--- src/rtl/adc_serial_reader.sv ---
// adc_serial_reader: gates the ADC clock divider and drives the ADC chip select.
// It shifts in one conversion frame on rising edges of the divided clock, which is
// sampled as ordinary data in the clk_in domain. Each completed sample is presented
// as a parallel word together with a one-cycle valid strobe.
module adc_serial_reader #(
  parameter int FRAME_BITS = 16,
  parameter int LEAD_BITS  = 4,
  parameter int DATA_W     = 12,
  parameter int CS_SETUP   = 2,
  parameter int CS_QUIET   = 4
) (
  input  logic              clk_in,
  input  logic              reset,
  input  logic              start,
  input  logic              sclk,
  input  logic              sdata,
  output logic              divider_en,
  output logic              cs_n,
  output logic [DATA_W-1:0] sample_data,
  output logic              sample_valid,
  output logic              busy,
  output logic              overrun
);

  localparam int CNT_W    = $clog2(FRAME_BITS) + 1;
  localparam int WAIT_MAX = (CS_SETUP > CS_QUIET) ? CS_SETUP : CS_QUIET;
  localparam int WAIT_W   = $clog2(WAIT_MAX) + 1;

  typedef enum logic [1:0] {IDLE, SETUP, SHIFT, QUIET} state_t;

  state_t             state, state_nxt;
  logic               sclk_q;
  logic               rise;
  logic               keep_bit;
  logic               last_rise;
  logic [CNT_W-1:0]   bit_cnt;
  logic [WAIT_W-1:0]  wait_cnt;
  logic [DATA_W-1:0]  shift_p0;
  logic [DATA_W-1:0]  shift_nxt;

  // Edge detect, the data-bit window, and the next shift-register value
  always_comb begin
    rise      = sclk & ~sclk_q;
    keep_bit  = (bit_cnt >= CNT_W'(LEAD_BITS)) &&
                (bit_cnt <  CNT_W'(LEAD_BITS + DATA_W));
    last_rise = (state == SHIFT) && rise && (bit_cnt == CNT_W'(FRAME_BITS - 1));
    shift_nxt = shift_p0;
    if ((state == SHIFT) && rise && keep_bit)
      shift_nxt = {shift_p0[DATA_W-2:0], sdata};
  end

  // Next-state logic and the state-decoded outputs
  always_comb begin
    state_nxt  = state;
    cs_n       = 1'b1;
    divider_en = 1'b0;
    busy       = (state != IDLE);
    case (state)
      IDLE:  if (start) state_nxt = SETUP;
      SETUP: begin
        cs_n = 1'b0;
        if (wait_cnt == WAIT_W'(CS_SETUP - 1)) state_nxt = SHIFT;
      end
      SHIFT: begin
        cs_n       = 1'b0;
        divider_en = 1'b1;
        if (last_rise) state_nxt = QUIET;
      end
      QUIET: if (wait_cnt == WAIT_W'(CS_QUIET - 1)) state_nxt = IDLE;
      default: state_nxt = IDLE;
    endcase
  end

  // State register
  always_ff @(posedge clk_in) begin
    if (reset) state <= IDLE;
    else       state <= state_nxt;
  end

  // Control: edge history, counters, strobes and the held output word
  always_ff @(posedge clk_in) begin
    if (reset) begin
      sclk_q       <= 1'b0;
      bit_cnt      <= '0;
      wait_cnt     <= '0;
      sample_valid <= 1'b0;
      overrun      <= 1'b0;
      sample_data  <= '0;
    end else begin
      sclk_q       <= sclk;
      sample_valid <= last_rise;
      overrun      <= start && (state != IDLE);
      if (state_nxt != state)
        wait_cnt <= '0;
      else if ((state == SETUP) || (state == QUIET))
        wait_cnt <= wait_cnt + 1'b1;
      if ((state_nxt == SHIFT) && (state != SHIFT))
        bit_cnt <= '0;
      else if ((state == SHIFT) && rise)
        bit_cnt <= bit_cnt + 1'b1;
      if (last_rise)
        sample_data <= shift_nxt;
    end
  end

  // Shift register starts clean every frame so no bits carry across frames
  always_ff @(posedge clk_in) begin
    if ((state_nxt == SHIFT) && (state != SHIFT))
      shift_p0 <= '0;
    else
      shift_p0 <= shift_nxt;
  end

endmodule

--- config.mk ---
export PLATFORM = sky130hd
export DESIGN_NAME = adc_serial_reader
export DESIGN_NICKNAME = d
export VERILOG_FILES = /design/src/rtl/adc_serial_reader.sv
export SDC_FILE = /design/constraint.sdc
export NUM_CORES = 1
export LEC_CHECK = 0
export ABC_AREA = 0
export BUFFER_PORTS_ARGS = -buffer_cell sky130_fd_sc_hd__buf_2
export CORE_ASPECT_RATIO = 2
export CORE_MARGIN = 8
export CORE_UTILIZATION = 51
export DETAILED_ROUTE_END_ITERATION = 10
export PLACE_DENSITY = 0.76
export SYNTH_ARGS = -nofsm -noshare
export SYNTH_HDL_FRONTEND = slang
export SYNTH_SLANG_ARGS = --single-unit
--- constraint.sdc ---
create_clock -name clk_in -period 1.7 [get_ports clk_in]
set_input_delay 0.34 -clock clk_in [delete_from_list [all_inputs] [get_ports clk_in]]
set_output_delay 0.34 -clock clk_in [all_outputs]
set_load 0.05 [all_outputs]
==> run_summary.xml, run 1 <==
<?xml version="1.0" encoding="UTF-8"?>
<metrics>
  <group name="critical_path">
    <metric name="reg_to_reg_setup_timing_slack" unit="ps">60</metric>
    <metric name="end_kind" unit="">flip-flop</metric>
    <metric name="worstSetupPathType" unit="">reg -&gt; reg</metric>
    <metric name="start_kind" unit="">flip-flop</metric>
    <metric name="crit_arrival" unit="ps">1810</metric>
    <metric name="regToRegEndpoint" unit="">bit_cnt[2]$_SDFFE_PP0P_</metric>
    <metric name="critPathSlowestCell" unit="">sky130_fd_sc_hd__dfxtp_2</metric>
    <metric name="slowest_delay" unit="ps">330</metric>
    <metric name="worstRegToRegCells" unit="">7</metric>
    <metric name="worst-path-max-fanout" unit="">17</metric>
    <metric name="critical_path_required" unit="ps">1870</metric>
    <metric name="reg2reg_from" unit="">wait_cnt[0]$_SDFFE_PP0P_</metric>
    <metric name="timing.critical_path.mode_cell" unit="">sky130_fd_sc_hd__ha_2</metric>
    <metric name="worstPathCellList" unit="">ha_2 -&gt; ha_2 -&gt; nand2b_4 -&gt; a21o_1 -&gt; a311oi_4 -&gt; buf_12 -&gt; a211oi_1</metric>
  </group>
  <group name="route">
    <metric name="wl_per_cell" unit="um">14.8</metric>
    <metric name="vias" unit="">1330</metric>
    <metric name="initialDrtViolationCount" unit="">21</metric>
    <metric name="wirelength" unit="um">3450</metric>
    <metric name="drt_drc_violations_left" unit="">0</metric>
    <metric name="drt_first_pass_iters" unit="">4</metric>
    <metric name="routed_via_density" unit="">5.71</metric>
    <metric name="detail-route-antenna-nets" unit="">0</metric>
  </group>
  <group name="power">
    <metric name="max-vdd-ir-drop" unit="uV">1420</metric>
    <metric name="finalPower" unit="W">0.00281</metric>
    <metric name="power_per_cell_area" unit="mW/mm2">1290</metric>
    <metric name="leakagePower" unit="nW">0.782</metric>
  </group>
  <group name="finish">
    <metric name="layout_common_cells" unit="">34 x sky130_fd_sc_hd__dfxtp_1, 19 x sky130_fd_sc_hd__buf_2, 16 x sky130_fd_sc_hd__nor2_1, 16 x sky130_fd_sc_hd__a21oi_1, 10 x sky130_fd_sc_hd__a211oi_2</metric>
    <metric name="final.fill_count" unit="">266</metric>
    <metric name="post-route-cell-area" unit="mm2">0.00218</metric>
    <metric name="mostFrequentLayoutCell" unit="">sky130_fd_sc_hd__dfxtp_1</metric>
    <metric name="n_antenna_cell" unit="">0</metric>
    <metric name="layout-drive-gt1-share" unit="%">40.3</metric>
    <metric name="syn_to_final_growth" unit="%">26.2</metric>
    <metric name="nNetsFinal" unit="">215</metric>
  </group>
  <group name="sta">
    <metric name="final_min_period_over_clock_period" unit="%">96.5</metric>
    <metric name="fin_ws" unit="ps">59.6</metric>
    <metric name="worstMarginPinSlew" unit="ps">462</metric>
    <metric name="skew" unit="ps">8.52</metric>
    <metric name="timing_max_transition_violations_final" unit="">0</metric>
    <metric name="worst_slew_margin_rel" unit="%">69.1</metric>
    <metric name="final_hold_violation_count" unit="">0</metric>
    <metric name="grt_setup_unrepaired" unit="">yes</metric>
    <metric name="final_period_minus_worst_setup_slack" unit="ps">1640</metric>
    <metric name="fmax" unit="MHz">610</metric>
    <metric name="setup-violations-final" unit="">0</metric>
  </group>
  <group name="worst_hold_path">
    <metric name="timing.hold.worst_endpoint" unit="">state[1]$_SDFF_PP0_</metric>
    <metric name="hold_path.startpoint" unit="">reset</metric>
    <metric name="hp-class" unit="">in -&gt; reg</metric>
    <metric name="hold_path_depth" unit="">2</metric>
  </group>
  <group name="synthesis">
    <metric name="yosysWarnings" unit="">0</metric>
    <metric name="synth_edf_count" unit="">0</metric>
    <metric name="synth.ff_latch_count" unit="">37</metric>
    <metric name="synth.distinct_cells" unit="">37</metric>
    <metric name="postSynthCellCount" unit="">169</metric>
    <metric name="synth_area" unit="mm2">0.00173</metric>
    <metric name="postSynth.topFlopCell" unit="">sky130_fd_sc_hd__dfxtp_1</metric>
    <metric name="postSynthAreaPerCell" unit="um2">10.2</metric>
    <metric name="asyncSetResetFlopFracSynth" unit="%">0</metric>
    <metric name="yosysSeqAreaShare" unit="%">42.9</metric>
    <metric name="synth_fp_nets" unit="">184</metric>
  </group>
  <group name="clocking">
    <metric name="clkSinkCount" unit="">37</metric>
    <metric name="hold_buffer_count_at_cts" unit="">0</metric>
    <metric name="cts_tree" unit="">built</metric>
    <metric name="cts-root-to-sink-buffers" unit="">2</metric>
    <metric name="clockRootBuffer" unit="">sky130_fd_sc_hd__clkbuf_8</metric>
    <metric name="cts_inserted_buffers" unit="">5</metric>
    <metric name="worstSkewPairLatency" unit="ps">290</metric>
    <metric name="path_clk_slew" unit="ps">70</metric>
    <metric name="cts.htree.levels" unit="">2</metric>
  </group>
  <group name="grt">
    <metric name="grt_remaining_overflow" unit="">0</metric>
    <metric name="number_of_global_route_vias_before_repair" unit="">1346</metric>
    <metric name="grt_start_max_net_pins" unit="">20</metric>
    <metric name="groute.usage.overall" unit="%">12.4</metric>
    <metric name="first_pass_grt_wire_length" unit="um">5770</metric>
    <metric name="antenna_violations_before_repair" unit="">0</metric>
  </group>
  <group name="run">
    <metric name="cap_viol_max_count" unit="">0</metric>
  </group>
  <group name="floorplanning">
    <metric name="initial_core_util" unit="%">52.2</metric>
    <metric name="die-width" unit="um">57.1</metric>
    <metric name="design.die.area" unit="mm2">0.00561</metric>
    <metric name="core.rowCount" unit="">30</metric>
    <metric name="core_area" unit="mm2">0.00330</metric>
    <metric name="die_height" unit="um">98.3</metric>
    <metric name="floorplan.io_pins" unit="">22</metric>
  </group>
  <group name="placed_design">
    <metric name="gp_routability_congestion" unit="">0.839</metric>
    <metric name="dp.final_hpwl" unit="um">2420</metric>
    <metric name="post_dp_cell_area" unit="mm2">0.00197</metric>
    <metric name="dp_slack" unit="ps">7.21</metric>
    <metric name="placement.io_buffers" unit="">21</metric>
  </group>
  <group name="status">
    <metric name="result_of_the_run" unit="">complete, no violations</metric>
  </group>
</metrics>
==> final cells by class <==
type	instances	area [um2]	share of cell area (%)
inverter	10	46.3	2.13
timing repair buffer	34	256	11.8
clock inverter	2	13.8	0.632
multi-input combinational	112	991	45.5
tap	32	40.0	1.84
sequential	37	747	34.3
clock buffer	6	82.6	3.79
==> flip-flops by register name (all words and copies together) (netlist names) <==
register / cells
overrun: 1
bit_cnt: 5
sample_data: 12
state: 2
sample_valid: 1
sclk_q: 1
shift_p0: 12
wait_cnt: 3
==> through the flow <==
stage | instances | TNS (ps) | hold WS [ps] | utilization [%]
after floorplan | 169 | -1050 | 412 | -
after global placement | 224 | 0 | 483 | 59.8
after detailed placement | 224 | 0 | 497 | 59.8
after CTS | 232 | 0 | 266 | 63.1
after global routing | 233 | -116 | 266 | 65.9
final | 233 | 0 | 271 | 65.9
==> routing by layer <==
metal | share of wire [%] | track usage [%] | vias to the layer above | routed length (um)
met5 | 0 | 0 | - | 0
met4 | 2.6 | 7.45 | 0 | 88
met3 | 4.3 | 4.55 | 9 | 149
met2 | 49 | 18.8 | 30 | 1700
met1 | 44 | 14.3 | 625 | 1510
li1 | - | - | 666 | -
==> what timing repair did <==
action / CTS / global route
endpoints found under the setup margin: 3 / 30
setup buffers: 0 / 1
resized for setup: 3 / 18
==> cells by family (layout without fill, tap and decap cells) <==
| group | Yosys count | after routing | share of synthesized area (%) |
|---|---|---|---|
| AO/OA/AOI/OAI | 46 | 46 | 21.7 |
| XOR/XNOR | 4 | 4 | 2.03 |
| adder cells (fa/ha/maj) | 10 | 10 | 7.25 |
| buffers and inverters | 20 | 52 | 7.03 |
| flip-flops | 37 | 37 | 42.9 |
| multiplexers | 12 | 12 | 6.96 |
| AND/OR/NAND/NOR | 40 | 40 | 12.1 |
==> Yosys cell counts, types with 2 or more instances <==
cell type,number,area (um2)
sky130_fd_sc_hd__a211oi_1,7,52.6
sky130_fd_sc_hd__a211oi_2,10,125
sky130_fd_sc_hd__a21oi_1,16,80.1
sky130_fd_sc_hd__buf_4,2,15.0
sky130_fd_sc_hd__buf_6,3,33.8
sky130_fd_sc_hd__clkbuf_1,3,11.3
sky130_fd_sc_hd__dfxtp_1,37,741
sky130_fd_sc_hd__ha_1,10,125
sky130_fd_sc_hd__inv_1,10,37.5
sky130_fd_sc_hd__mux2i_1,12,120
sky130_fd_sc_hd__nand2_1,6,22.5
sky130_fd_sc_hd__nand4_1,3,18.8
sky130_fd_sc_hd__nor2_1,17,63.8
sky130_fd_sc_hd__nor2b_1,3,18.8
sky130_fd_sc_hd__nor3_1,3,15.0
sky130_fd_sc_hd__o21ai_0,3,15.0
sky130_fd_sc_hd__o311ai_0,2,17.5
sky130_fd_sc_hd__xnor2_1,2,17.5
sky130_fd_sc_hd__xor2_1,2,17.5
==> worst max-delay path, delay by kind of cell (launching register included) <==
family	cells	cell delay, ps
flip-flops	1	330
adder cells (fa/ha/maj)	2	320
buffers and inverters	1	180
AND/OR/NAND/NOR	1	140
AO/OA/AOI/OAI	3	540
==> report_power, final <==
part           internal (W)  total [W]  switching (W)
Clock              0.000328   0.000642       0.000314
Sequential         0.000932    0.00101      0.0000761
Combinational      0.000490    0.00116       0.000670
==> how the worst max path moves through the flow <==
stage,startpoint,end,slack [ps],cells after the start
2_1_floorplan,state[1]$_SDFF_PP0_,shift_p0[10]$_SDFF_PP0_,-100,7
5_1_grt,state[1]$_SDFF_PP0_,bit_cnt[2]$_SDFFE_PP0P_,-30,7
3_5_place_dp,wait_cnt[0]$_SDFFE_PP0P_,bit_cnt[2]$_SDFFE_PP0P_,7,7
4_1_cts,wait_cnt[0]$_SDFFE_PP0P_,bit_cnt[2]$_SDFFE_PP0P_,10,7
6_report,wait_cnt[0]$_SDFFE_PP0P_,bit_cnt[2]$_SDFFE_PP0P_,60,7
3_3_place_gp,wait_cnt[0]$_SDFFE_PP0P_,bit_cnt[3]$_SDFFE_PP0P_,40,7
No activity file was read; power rests on OpenSTA's default activity.
==> run 2, diff against run 1 <==
Settings changed: REMOVE_ABC_BUFFERS from default to 1.
==> run 2 against run 1 <==
The run now ends with setup timing left. Sequential share of layout area is 4.6 points lower. Critical path type unchanged. First-iteration DRC count is 110% higher. Global-route usage is 2.5 points higher. Worst hold slack better by 68 ps. Combinational power is 29% higher.
==> run_summary.xml, run 2 (same netlist as run 1, synthesis figures left out) <==
<?xml version="1.0" encoding="UTF-8"?>
<metrics>
  <group name="status">
    <metric name="result_of_the_run" unit="">finished, violations left</metric>
    <metric name="failed_checks" unit="">setup timing</metric>
  </group>
  <group name="critical_path">
    <metric name="crit_arrival" unit="ps">1920</metric>
    <metric name="reg_to_reg_setup_timing_slack" unit="ps">-50</metric>
    <metric name="end_kind" unit="">flip-flop</metric>
    <metric name="critical_path_required" unit="ps">1870</metric>
    <metric name="start_kind" unit="">flip-flop</metric>
    <metric name="reg2reg_from" unit="">wait_cnt[1]$_SDFFE_PP0P_</metric>
    <metric name="timing.critical_path.mode_cell" unit="">sky130_fd_sc_hd__ha_4</metric>
    <metric name="critPathCapture" unit="">bit_cnt[2]$_SDFFE_PP0P_</metric>
    <metric name="worst-path-max-fanout" unit="">8</metric>
    <metric name="worstPathCellList" unit="">ha_4 -&gt; ha_4 -&gt; nand2b_4 -&gt; a21o_1 -&gt; a311oi_4 -&gt; buf_4 -&gt; buf_16 -&gt; a211oi_2</metric>
    <metric name="worstRegToRegCells" unit="">8</metric>
    <metric name="slowest_delay" unit="ps">340</metric>
    <metric name="regToRegEndpoint" unit="">bit_cnt[2]$_SDFFE_PP0P_</metric>
    <metric name="worstSetupPathType" unit="">reg -&gt; reg</metric>
    <metric name="critPathSlowestCell" unit="">sky130_fd_sc_hd__dfxtp_2</metric>
    <metric name="critical_path.startpoint" unit="">wait_cnt[1]$_SDFFE_PP0P_</metric>
  </group>
  <group name="placed_design">
    <metric name="gp_routability_congestion" unit="">0.830</metric>
    <metric name="dp_slack" unit="ps">-59.4</metric>
    <metric name="placedCellCount" unit="">231</metric>
    <metric name="post_dp_cell_area" unit="mm2">0.00197</metric>
    <metric name="placement.io_buffers" unit="">21</metric>
    <metric name="dp.final_hpwl" unit="um">2510</metric>
  </group>
  <group name="sta">
    <metric name="hold_ws" unit="ps">339</metric>
    <metric name="timing_max_transition_violations_final" unit="">0</metric>
    <metric name="fmax" unit="MHz">572</metric>
    <metric name="worst_slew_margin_rel" unit="%">72.1</metric>
    <metric name="final_period_minus_worst_setup_slack" unit="ps">1750</metric>
    <metric name="grt_setup_unrepaired" unit="">yes</metric>
    <metric name="fin_ws" unit="ps">-47.5</metric>
    <metric name="final_min_period_over_clock_period" unit="%">103</metric>
    <metric name="skew" unit="ps">15.4</metric>
    <metric name="setup-violations-final" unit="">14</metric>
    <metric name="final_hold_violation_count" unit="">0</metric>
    <metric name="worstMarginPinSlew" unit="ps">418</metric>
  </group>
  <group name="power">
    <metric name="power.sequential.fraction" unit="%">29.6</metric>
    <metric name="power_frac_clock" unit="%">26.7</metric>
    <metric name="leakagePower" unit="nW">0.911</metric>
    <metric name="switching_fraction_of_total_power" unit="%">36.5</metric>
    <metric name="p_sw" unit="W">0.00126</metric>
    <metric name="max-vdd-ir-drop" unit="uV">1670</metric>
    <metric name="internal_power" unit="W">0.00218</metric>
    <metric name="share_comb_of_total_power" unit="%">43.7</metric>
    <metric name="power_per_cell_area" unit="mW/mm2">1360</metric>
  </group>
  <group name="route">
    <metric name="detailroute.wirelength.met3" unit="um">291</metric>
    <metric name="drt_first_pass_iters" unit="">4</metric>
    <metric name="detail-route-antenna-nets" unit="">0</metric>
    <metric name="routed_via_density" unit="">6.02</metric>
    <metric name="wirelength" unit="um">5000</metric>
    <metric name="vias" unit="">1476</metric>
    <metric name="wl_per_cell" unit="um">20.4</metric>
    <metric name="initialDrtViolationCount" unit="">44</metric>
    <metric name="route.met2.wl" unit="um">2720</metric>
    <metric name="drt_drc_violations_left" unit="">0</metric>
    <metric name="drt-met1-wl" unit="um">1880</metric>
    <metric name="dr.max_layer_used" unit="">met4</metric>
  </group>
  <group name="grt">
    <metric name="groute.usage.overall" unit="%">14.9</metric>
    <metric name="first_pass_grt_wire_length" unit="um">6870</metric>
    <metric name="grt_start_max_net_pins" unit="">27</metric>
    <metric name="number_of_global_route_vias_before_repair" unit="">1494</metric>
    <metric name="antenna_violations_before_repair" unit="">0</metric>
    <metric name="grt_remaining_overflow" unit="">0</metric>
  </group>
  <group name="finish">
    <metric name="final_cells" unit="">245</metric>
    <metric name="post-route-cell-area" unit="mm2">0.00253</metric>
    <metric name="layout_common_cells" unit="">31 x sky130_fd_sc_hd__dfxtp_1, 19 x sky130_fd_sc_hd__buf_4, 18 x sky130_fd_sc_hd__buf_2</metric>
    <metric name="mostFrequentLayoutCell" unit="">sky130_fd_sc_hd__dfxtp_1</metric>
    <metric name="syn_to_final_growth" unit="%">46.5</metric>
    <metric name="largest_registers" unit="">sample_data (12), shift_p0 (12), bit_cnt (5)</metric>
    <metric name="n_antenna_cell" unit="">0</metric>
    <metric name="layout-drive-gt1-share" unit="%">50.7</metric>
    <metric name="nNetsFinal" unit="">227</metric>
  </group>
  <group name="clocking">
    <metric name="cts-root-to-sink-buffers" unit="">2</metric>
    <metric name="cts_tree" unit="">built</metric>
    <metric name="clkSinkCount" unit="">37</metric>
    <metric name="worstSkewPairLatency" unit="ps">290</metric>
    <metric name="path_clk_slew" unit="ps">90</metric>
    <metric name="clockRootBuffer" unit="">sky130_fd_sc_hd__clkbuf_8</metric>
    <metric name="hold_buffer_count_at_cts" unit="">0</metric>
    <metric name="cts_inserted_buffers" unit="">5</metric>
    <metric name="cts.htree.levels" unit="">2</metric>
  </group>
  <group name="floorplanning">
    <metric name="die_height" unit="um">98.3</metric>
    <metric name="floorplan.io_pins" unit="">22</metric>
    <metric name="design.die.area" unit="mm2">0.00561</metric>
    <metric name="die-width" unit="um">57.1</metric>
    <metric name="core_area" unit="mm2">0.00330</metric>
    <metric name="initial_core_util" unit="%">52.2</metric>
    <metric name="core.rowCount" unit="">30</metric>
  </group>
  <group name="worst_hold_path">
    <metric name="hp-class" unit="">in -&gt; reg</metric>
  </group>
  <group name="run">
    <metric name="cap_viol_max_count" unit="">0</metric>
  </group>
</metrics>
run 2: worst min path at each step:
| stage | startpoint | end | slack (ps) | depth (start not counted) |
|---|---|---|---|---|
| CTS | sclk | sclk_q$_SDFF_PP0_ | 300 | 2 |
| finish | sclk | sclk_q$_SDFF_PP0_ | 340 | 2 |
| detailed placement | sample_data[2]$_SDFFE_PP0P_ | sample_data[2]$_SDFFE_PP0P_ | 490 | 2 |
| floorplan | reset | sample_data[0]$_SDFFE_PP0P_ | 400 | 1 |
| global route | sclk | sclk_q$_SDFF_PP0_ | 340 | 2 |
| global placement | sample_data[2]$_SDFFE_PP0P_ | sample_data[2]$_SDFFE_PP0P_ | 490 | 2 |
run 2: critical path, delay by kind of cell, from the launching register on:
family,cells,cell delay (ps)
AOI/OAI and AO/OA,3,530
adders and majority gates,2,300
buffers and inverters,2,320
DFF,1,340
and+or+nand+nor,1,130
run 2: routing by layer:
layer,vias to the layer above,global-route usage (%)
met5,-,0
met4,0,7.09
li1,694,-
met3,12,4.81
met2,68,25.1
met1,702,16.0
run 2: power groups by stage:
stage / Sequential [W] / Clock, W / Combinational [W]
floorplan: 0.00100 / 0 / 0.000651
global placement: 0.000984 / 0 / 0.00109
detailed placement: 0.000986 / 0 / 0.00112
CTS: 0.000976 / 0.000925 / 0.00136
global route: 0.00102 / 0.000973 / 0.00159
finish: 0.00102 / 0.000920 / 0.00150
run 2: area by class of cell:
cell class	count	area [um2]
Clock buffer	5	68.8
Inverter	10	40.0
Timing Repair Buffer	46	407
Fill cell	195	776
Clock inverter	3	68.8
Tap cell	32	40.0
Sequential cell	37	751
Multi-Input combinational cell	112	1150
run 2: repair_timing:
action | CTS | global route
buffers inserted | 3 | 1
pin swaps | 4 | 7
gates cloned | 2 | 1
setup endpoints to repair | 31 | 35
gates resized for setup | 33 | 40
run 2: through the flow:
stage,util [%],setup TNS [ps],total power [W]
6_report,76.5,-251,0.00344
5_1_grt,76.5,-988,0.00358
4_1_cts,70.6,-12.3,0.00327
3_5_place_dp,59.5,-839,0.00211
3_3_place_gp,59.5,-40.9,0.00208
2_1_floorplan,-,-19230,0.00165
==> run 3, diff against run 2 <==
Settings changed: CORE_UTILIZATION 51 to 30, PLACE_DENSITY 0.76 to 0.51.
==> run 3 against run 2 <==
The flow now finishes without violations. Fmax rose by 3.6%. Flip-flop and latch count unchanged. Register-to-register slack improved by 60 ps. Combinational power increased by 9%. Total power is 7.8% higher. Critical path depth stayed put. Non-clock buffer count rose by 7. Worst setup slack better by 61 ps. Clock power increased by 18%. Cell count is 15% higher. First-iteration DRC count rose by 80%. Die area up 53%.
==> run_summary.xml, run 3 (same netlist as run 1, synthesis figures left out) <==
<?xml version="1.0" encoding="UTF-8"?>
<metrics>
  <group name="floorplanning">
    <metric name="core.rowCount" unit="">39</metric>
    <metric name="die_height" unit="um">123</metric>
    <metric name="design.die.area" unit="mm2">0.00858</metric>
    <metric name="die-width" unit="um">69.6</metric>
    <metric name="initial_core_util" unit="%">30.7</metric>
    <metric name="core_area" unit="mm2">0.00561</metric>
    <metric name="floorplan.io_pins" unit="">22</metric>
  </group>
  <group name="sta">
    <metric name="hold_ws" unit="ps">315</metric>
    <metric name="skew" unit="ps">2.74</metric>
    <metric name="final_min_period_over_clock_period" unit="%">99.2</metric>
    <metric name="worstMarginPinSlew" unit="ps">424</metric>
    <metric name="setup-violations-final" unit="">0</metric>
    <metric name="worst_slew_margin_rel" unit="%">71.6</metric>
    <metric name="final_hold_violation_count" unit="">0</metric>
    <metric name="tns" unit="ps">0</metric>
    <metric name="fin_ws" unit="ps">13.0</metric>
    <metric name="grt_setup_unrepaired" unit="">yes</metric>
    <metric name="timing_max_transition_violations_final" unit="">0</metric>
    <metric name="final_period_minus_worst_setup_slack" unit="ps">1690</metric>
    <metric name="fmax" unit="MHz">593</metric>
  </group>
  <group name="grt">
    <metric name="antenna_violations_before_repair" unit="">0</metric>
    <metric name="groute.usage.overall" unit="%">8.89</metric>
    <metric name="first_pass_grt_wire_length" unit="um">6360</metric>
    <metric name="grt_remaining_overflow" unit="">0</metric>
    <metric name="grt_start_max_net_pins" unit="">27</metric>
    <metric name="number_of_global_route_vias_before_repair" unit="">1414</metric>
  </group>
  <group name="clocking">
    <metric name="cts_inserted_buffers" unit="">5</metric>
    <metric name="hold_buffer_count_at_cts" unit="">0</metric>
    <metric name="clkSinkCount" unit="">37</metric>
    <metric name="clockRootBuffer" unit="">sky130_fd_sc_hd__clkbuf_16</metric>
    <metric name="cts.htree.levels" unit="">2</metric>
    <metric name="cts-root-to-sink-buffers" unit="">2</metric>
    <metric name="cts_tree" unit="">built</metric>
    <metric name="path_clk_slew" unit="ps">60</metric>
    <metric name="worstSkewPairLatency" unit="ps">280</metric>
  </group>
  <group name="placed_design">
    <metric name="placement.io_buffers" unit="">21</metric>
    <metric name="gp_routability_congestion" unit="">0.872</metric>
    <metric name="dp.final_hpwl" unit="um">2550</metric>
    <metric name="dp_slack" unit="ps">-28.5</metric>
  </group>
  <group name="route">
    <metric name="wl_per_cell" unit="um">14.8</metric>
    <metric name="drt_drc_violations_left" unit="">0</metric>
    <metric name="initialDrtViolationCount" unit="">79</metric>
    <metric name="vias" unit="">1447</metric>
    <metric name="wirelength" unit="um">4150</metric>
    <metric name="detail-route-antenna-nets" unit="">0</metric>
    <metric name="drt_first_pass_iters" unit="">5</metric>
    <metric name="routed_via_density" unit="">5.15</metric>
  </group>
  <group name="critical_path">
    <metric name="worstRegToRegCells" unit="">8</metric>
    <metric name="worstSetupPathType" unit="">reg -&gt; reg</metric>
    <metric name="critical_path_required" unit="ps">1860</metric>
    <metric name="end_kind" unit="">flip-flop</metric>
    <metric name="worst-path-max-fanout" unit="">4</metric>
    <metric name="start_kind" unit="">flip-flop</metric>
    <metric name="crit_arrival" unit="ps">1850</metric>
  </group>
  <group name="worst_hold_path">
    <metric name="hp-class" unit="">in -&gt; reg</metric>
    <metric name="hold_path_depth" unit="">2</metric>
  </group>
  <group name="finish">
    <metric name="layout_common_cells" unit="">33 x sky130_fd_sc_hd__dfxtp_1, 24 x sky130_fd_sc_hd__buf_4, 18 x sky130_fd_sc_hd__buf_2</metric>
    <metric name="syn_to_final_growth" unit="%">45.8</metric>
    <metric name="n_antenna_cell" unit="">0</metric>
    <metric name="nNetsFinal" unit="">234</metric>
    <metric name="largest_registers" unit="">sample_data (12), shift_p0 (12), bit_cnt (5)</metric>
    <metric name="mostFrequentLayoutCell" unit="">sky130_fd_sc_hd__dfxtp_1</metric>
    <metric name="layout-drive-gt1-share" unit="%">46.8</metric>
  </group>
  <group name="power">
    <metric name="leakagePower" unit="nW">0.937</metric>
    <metric name="power.sequential.fraction" unit="%">26.7</metric>
    <metric name="power_per_cell_area" unit="mW/mm2">1470</metric>
    <metric name="power_frac_clock" unit="%">29.4</metric>
    <metric name="max-vdd-ir-drop" unit="uV">1350</metric>
    <metric name="share_comb_of_total_power" unit="%">44.0</metric>
    <metric name="switching_fraction_of_total_power" unit="%">33.6</metric>
    <metric name="finalPower" unit="W">0.00371</metric>
    <metric name="p_sw" unit="W">0.00125</metric>
    <metric name="internal_power" unit="W">0.00246</metric>
  </group>
  <group name="run">
    <metric name="cap_viol_max_count" unit="">0</metric>
  </group>
  <group name="status">
    <metric name="result_of_the_run" unit="">complete, no violations</metric>
  </group>
</metrics>
-- run 3: changes by cell type in the layout (fill, tap and decap cells not counted), moves of 4 or more --
cell / previous run / this run
sky130_fd_sc_hd__buf_4: 19 / 24
sky130_fd_sc_hd__clkbuf_8: 5 / 1
sky130_fd_sc_hd__mux2i_1: 0 / 5
sky130_fd_sc_hd__a21oi_2: 5 / 1
sky130_fd_sc_hd__clkbuf_16: 1 / 7
sky130_fd_sc_hd__a21oi_1: 10 / 15
sky130_fd_sc_hd__mux2i_2: 0 / 6
sky130_fd_sc_hd__mux2i_4: 12 / 1
-- run 3: stage by stage --
step	instance area (um2)	std cells	utilization, %
after CTS	2310	276	41.2
final	2520	281	44.8
after detailed placement	2070	265	36.8
after global placement	2070	265	36.8
after global routing	2520	281	44.8
after floorplan	1640	159	-
-- run 3: final cells by class --
cell class | instances | area (um2)
well taps | 61 | 76.3
multi-input cells | 112 | 1010
clock buffers | 6 | 139
inverters | 10 | 42.5
fillers | 527 | 3100
flip-flops and latches | 37 | 748
repair buffers | 53 | 465
clock inverters | 2 | 37.5
-- run 3: final timing paths --
check | start | slack [ps] | to
hold / removal | sclk | 320 | sclk_q$_SDFF_PP0_
hold reg to reg | sample_data[2]$_SDFFE_PP0P_ | 500 | sample_data[2]$_SDFFE_PP0P_
setup / recovery | wait_cnt[1]$_SDFFE_PP0P_ | 10 | shift_p0[4]$_SDFF_PP0_
setup reg to reg | wait_cnt[1]$_SDFFE_PP0P_ | 10 | shift_p0[4]$_SDFF_PP0_
-- run 3: routing by layer --
metal  global-route usage (%)  share of wire, %  vias to the layer above
met5                        0                 0                        -
met4                     3.54               1.4                        0
li1                         -                 -                      707
met3                     2.81               4.3                        7
met2                     14.8                51                       35
met1                     10.4                43                      698
-- run 3: power by group through the flow --
| stage | Sequential (W) | Clock [W] | Combinational (W) |
|---|---|---|---|
| 6_report | 0.000989 | 0.00109 | 0.00163 |
| 5_1_grt | 0.000994 | 0.00114 | 0.00176 |
| 4_1_cts | 0.000959 | 0.00111 | 0.00145 |
| 3_5_place_dp | 0.000976 | 0 | 0.00120 |
| 3_3_place_gp | 0.000976 | 0 | 0.00118 |
| 2_1_floorplan | 0.00100 | 0 | 0.000651 |
-- run 3: critical path, stage by stage, from the launching register on --
cell	delay [ps]
sky130_fd_sc_hd__dfxtp_2	330
sky130_fd_sc_hd__ha_4	160
sky130_fd_sc_hd__ha_4	140
sky130_fd_sc_hd__nand2b_4	130
sky130_fd_sc_hd__a21o_1	190
sky130_fd_sc_hd__a311oi_4	260
sky130_fd_sc_hd__buf_6	160
sky130_fd_sc_hd__clkbuf_16	130
sky130_fd_sc_hd__a21oi_1	60
-- run 3: repair_timing --
item | CTS | global route
endpoints found under the hold margin | 0 | 0
gates cloned | 1 | 2
pin swaps | 2 | 4
resized for setup | 11 | 38
setup buffers | 2 | 4
endpoints found under the setup margin | 21 | 35
